### src/rtl/mmr_pkg.sv
// rtl/mmr_pkg.sv - shared address decode and sizing for the mmr_bank register bank
package mmr_pkg;

    localparam int MAX_COUNT = 64;
    localparam int IDX_W     = $clog2(MAX_COUNT);

    typedef struct packed {
        logic             hit;
        logic [IDX_W-1:0] idx;
    } mmr_dec_t;

    // Offset is taken at 32 bits so BASE near the top of the map cannot wrap into a false hit.
    function automatic mmr_dec_t mmr_decode(input logic [31:0] addr,
                                            input logic [31:0] base,
                                            input int          count);
        logic [31:0] off;
        mmr_dec_t    r;
        off   = addr - base;
        r.hit = (addr >= base) && (off < 32'(count));
        r.idx = off[IDX_W-1:0];
        return r;
    endfunction

endpackage

### src/rtl/mmr_cell.sv
// rtl/mmr_cell.sv - one bank register with bus/peripheral/read-clear priority (read-clear under MMR_BANK_RDCLR_EN)
module mmr_cell #(
    parameter int               WIDTH     = 32,
    parameter logic [WIDTH-1:0] RESET_VAL = '0,
    parameter bit               RO        = 1'b0,
    parameter bit               RDCLR     = 1'b0
) (
    input  logic             clk,
    input  logic             reset,
    input  logic             bus_we,
    input  logic             bus_rd,
    input  logic [WIDTH-1:0] bus_d,
    input  logic             hw_we,
    input  logic [WIDTH-1:0] hw_d,
    output logic [WIDTH-1:0] q
);

`ifdef MMR_BANK_RDCLR_EN
    localparam bit CLR_EN = 1'b1;
`else
    localparam bit CLR_EN = 1'b0;
`endif

    // A read-only register ignores bus writes entirely, so a peripheral load still lands.
    always_ff @(posedge clk) begin
        if (reset) begin
            q <= RESET_VAL;
        end else if (bus_we && !RO) begin
            q <= bus_d;
        end else if (hw_we) begin
            q <= hw_d;
        end else if (bus_rd && RDCLR && CLR_EN) begin
            q <= '0;
        end
    end

endmodule

### src/rtl/mmr_bank.sv
// rtl/mmr_bank.sv - COUNT-register memory-mapped bank with registered response (MMR_BANK_RDCLR_EN enables read-clear)
`ifndef VIDEO_ADDR
`define VIDEO_ADDR 32'h0000_0100
`endif

module mmr_bank #(
    parameter logic [31:0]      BASE       = `VIDEO_ADDR,
    parameter int               COUNT      = 4,
    parameter int               WIDTH      = 32,
    parameter logic [WIDTH-1:0] RESET_VAL  = '0,
    parameter logic [COUNT-1:0] RO_MASK    = '0,
    parameter logic [COUNT-1:0] RDCLR_MASK = '0
) (
    input  logic                   clk,
    input  logic                   reset,
    input  logic                   enable,
    input  logic                   rw,
    input  logic [31:0]            addr,
    input  logic [31:0]            d_in,
    output logic [31:0]            d_out,
    output logic                   ack,
    input  logic [COUNT-1:0]       hw_we,
    input  logic [COUNT*WIDTH-1:0] hw_d,
    output logic [COUNT*WIDTH-1:0] q,
    output logic [COUNT-1:0]       wr_stb,
    output logic [COUNT-1:0]       rd_stb
);
    import mmr_pkg::*;

    mmr_dec_t         dec;
    logic             hit;
    logic [COUNT-1:0] sel;
    logic [COUNT-1:0] wr_sel;
    logic [COUNT-1:0] rd_sel;
    logic [WIDTH-1:0] rd_val;

    assign dec    = mmr_decode(addr, BASE, COUNT);
    assign hit    = enable && dec.hit;
    assign wr_sel = sel & {COUNT{rw}};
    assign rd_sel = sel & {COUNT{!rw}};

    always_comb begin
        sel    = '0;
        rd_val = '0;
        for (int i = 0; i < COUNT; i++) begin
            if (hit && dec.idx == IDX_W'(i)) begin
                sel[i] = 1'b1;
                rd_val = q[i*WIDTH +: WIDTH];
            end
        end
    end

    for (genvar i = 0; i < COUNT; i++) begin : g_cell
        mmr_cell #(
            .WIDTH     (WIDTH),
            .RESET_VAL (RESET_VAL),
            .RO        (RO_MASK[i]),
            .RDCLR     (RDCLR_MASK[i])
        ) u_cell (
            .clk    (clk),
            .reset  (reset),
            .bus_we (wr_sel[i]),
            .bus_rd (rd_sel[i]),
            .bus_d  (d_in[WIDTH-1:0]),
            .hw_we  (hw_we[i]),
            .hw_d   (hw_d[i*WIDTH +: WIDTH]),
            .q      (q[i*WIDTH +: WIDTH])
        );
    end

    // rd_val is sampled from q before the edge, so a same-cycle load or clear returns the old value.
    always_ff @(posedge clk) begin
        if (reset) begin
            ack    <= 1'b0;
            d_out  <= '0;
            wr_stb <= '0;
            rd_stb <= '0;
        end else begin
            ack    <= hit;
            d_out  <= (hit && !rw) ? 32'(rd_val) : 32'h0;
            wr_stb <= wr_sel & ~RO_MASK;
            rd_stb <= rd_sel;
        end
    end

endmodule

### config.mk
export PLATFORM = sky130hd
export DESIGN_NAME = mmr_bank
export DESIGN_NICKNAME = d
export VERILOG_FILES = /design/src/rtl/mmr_pkg.sv /design/src/rtl/mmr_cell.sv /design/src/rtl/mmr_bank.sv
export SDC_FILE = /design/constraint.sdc
export NUM_CORES = 1
export LEC_CHECK = 0
export BUFFER_PORTS_ARGS = -buffer_cell sky130_fd_sc_hd__buf_2
export CAP_MARGIN = 15
export CORE_ASPECT_RATIO = 0.5
export CORE_UTILIZATION = 50
export CTS_CLUSTER_DIAMETER = 40
export DETAILED_ROUTE_END_ITERATION = 16
export PLACE_DENSITY = 0.85
export SLEW_MARGIN = 0
export SYNTH_ARGS = -nofsm -noshare
export SYNTH_HDL_FRONTEND = slang
export SYNTH_SLANG_ARGS = --single-unit
### constraint.sdc
create_clock -name clk -period 3.71 [get_ports clk]
set_input_delay 0.371 -clock clk [delete_from_list [all_inputs] [get_ports clk]]
set_output_delay 0.371 -clock clk [all_outputs]
set_load 0.02 [all_outputs]
==> run metrics <==
status completed; Max Cap Violations 0; Die Span X ~190 um; RSZ-0062 raised after global routing no; Unique masters post-synth 29; fraction of layout instances using a drive strength above 1 36.1%; CTS sink count 169; synthesis warning total 0; Total Wirelength 26100 um; PortBufs between 300 and 400; Row Count 33; design area ~11000 sq um; final core utilization 67.2%; met1 Use GR 33.5%; Final min period 2.53 ns; f_max 395 MHz; dpl hpwl 18900 um; largest net degree at the start of global routing 77; clock tree buffer depth 2; Hold Crit Class input port to flop; met3 Resource Use GR roughly 4.5%; Area Growth Syn to Fin 29.3%; Worst EP arrival between 2 and 3 ns; Routed Antenna Nets 0; core footprint 16600 sq um; H-tree depth 4; crit path launch type input port; Syn Inst Count 904; first-pass GRT wire length 38800 um; cell area after synthesis 8630 sq um; GP Congestion between 0.8 and 0.9; Worst-Skew Late Latency 0.41 ns; setup_tns 0 ns; Setup Buffers After CTS 0; Layout Nets 1437; sequential fraction of the synthesis area 39.2%; All-Layer GR Usage roughly 28%; initial antenna violation count 0; Mean Syn Cell Area between 9 and 10 sq um; Post-CTS Resized 0; initial core utilization 52.0%; data required time of the critical path 3.98 ns; period utilization 68.2%; TritonCTS clock tree done; Worst setup EP type flop; gr busiest metal met2; commonest non-fill, non-tap cell in the layout buf_2; # DRC 0; final setup fails 0; via count 7909; CTS root buf clkbuf_16; Slew Limit Fails 0; chip height roughly 95 um; hold_buf cts 0; drt first-iter violations roughly 460; post-synthesis register bit count 169; Boundary Pins 369; commonest non-fill, non-tap cells in the layout 367 x buf_2, 169 x dfxtp_1, 142 x nor2_1; syn nets 1104; leakage power 6.58 nW; critical path type input port to flop; WL/cell 17.7 um; grt ovf 0; Post-DP Area 10500 sq um; Final Hold Viols 0; Peak supply drop 0.335 mV; crit-path max FO 26; power density over the cells 417 nW/um^2; total CTS buffers 17; Clk pin slew, worst setup/hold paths 0.06 ns; DRT Pass-1 Iters 5; drt via density 5.35; clock skew roughly 0.013 ns; grt met2 use 51.8%; relative slew slack 38.5%; actual slew at the worst max-slew pin 0.922 ns; vias in the first global route 7654; die footprint 17800 sq um
[power breakdown]
part	internal (W)	switching [W]	total, W
clock network	0.00115	0.000736	0.00188
logic	0.000350	0.000431	0.000781
registers	0.00191	0.0000787	0.00199
[state kept, by name (all words and copies together) (netlist names)]
signal           count
g_cell.u_cell.q    128
ack                  1
d_out               32
wr_stb               4
rd_stb               4
[path summary, 6_finish.rpt]
check,start,end,slack (ns),cells past startpoint
setup / recovery,addr[3],g_cell[1].u_cell.q[23],1.18,7
hold / removal,rw,wr_stb[0],0.28,3
setup reg to reg,g_cell[3].u_cell.q[28],d_out[28],2.60,2
hold reg to reg,g_cell[3].u_cell.q[2],g_cell[3].u_cell.q[2],0.61,3
[critical path, cell delays in order]
cell and delay (ns):
buf_2 0.12, or4_1 0.55, a311oi_2 0.39, nor3b_4 0.50, nand4_4 0.27, buf_4 0.39
mux2i_1 0.19
[cell families (layout without fill, tap and decap cells)]
kind of cell	count (synthesis)	in the layout	synth area share (%)
mux	160	160	23.2
xor+xnor	1	1	0.102
simple gates	243	243	14.3
flops	169	169	39.2
other cells	0	1	0
compound gates	133	133	13.5
buf+inv	198	543	9.66
[through the flow]
| stage | setup slack, ns | instances | hold WS (ns) | power (W) |
|---|---|---|---|---|
| after floorplan | 1.40 | 904 | 0.505 | 0.00250 |
| after global placement | 0.846 | 1445 | 0.591 | 0.00278 |
| after detailed placement | 0.794 | 1445 | 0.600 | 0.00280 |
| after CTS | 1.21 | 1476 | 0.247 | 0.00468 |
| after global routing | 1.07 | 1476 | 0.263 | 0.00484 |
| final | 1.18 | 1477 | 0.278 | 0.00465 |
[routing by layer]
metal	up-vias	routed length, um
li1	3754	-
met1	3817	10800
met2	303	13600
met3	35	1340
met4	0	381
met5	-	0
[Yosys cell counts (all sizes together)]
library cell,count,area (sq um)
a211o,128,1120
a211oi,1,7.51
a311oi,1,15.0
and3,1,6.26
buf,24,180
clkbuf,45,169
dfxtp,169,3380
inv,129,484
mux2i,128,1280
mux4,32,721
nand2,3,11.3
nand2b,35,219
nand3,2,10.0
nand4,9,116
nor2,142,533
nor2b,32,200
nor3,10,61.3
nor3b,1,18.8
nor4,3,18.8
nor4b,3,26.3
o21ai,2,13.8
o22ai,1,6.26
or3,1,6.26
or4,1,7.51
xor2,1,8.76
[area by class of cell]
cell class              count  area [sq um]
diodes                      1          2.50
clock inverters            10           168
well taps                 227           284
multi-input cells         537          4410
flip-flops and latches    169          3380
inverters                 129           484
fillers                  1358          5450
clock buffers              21           450
repair buffers            383          1970
(Power assumes the default switching activity.)
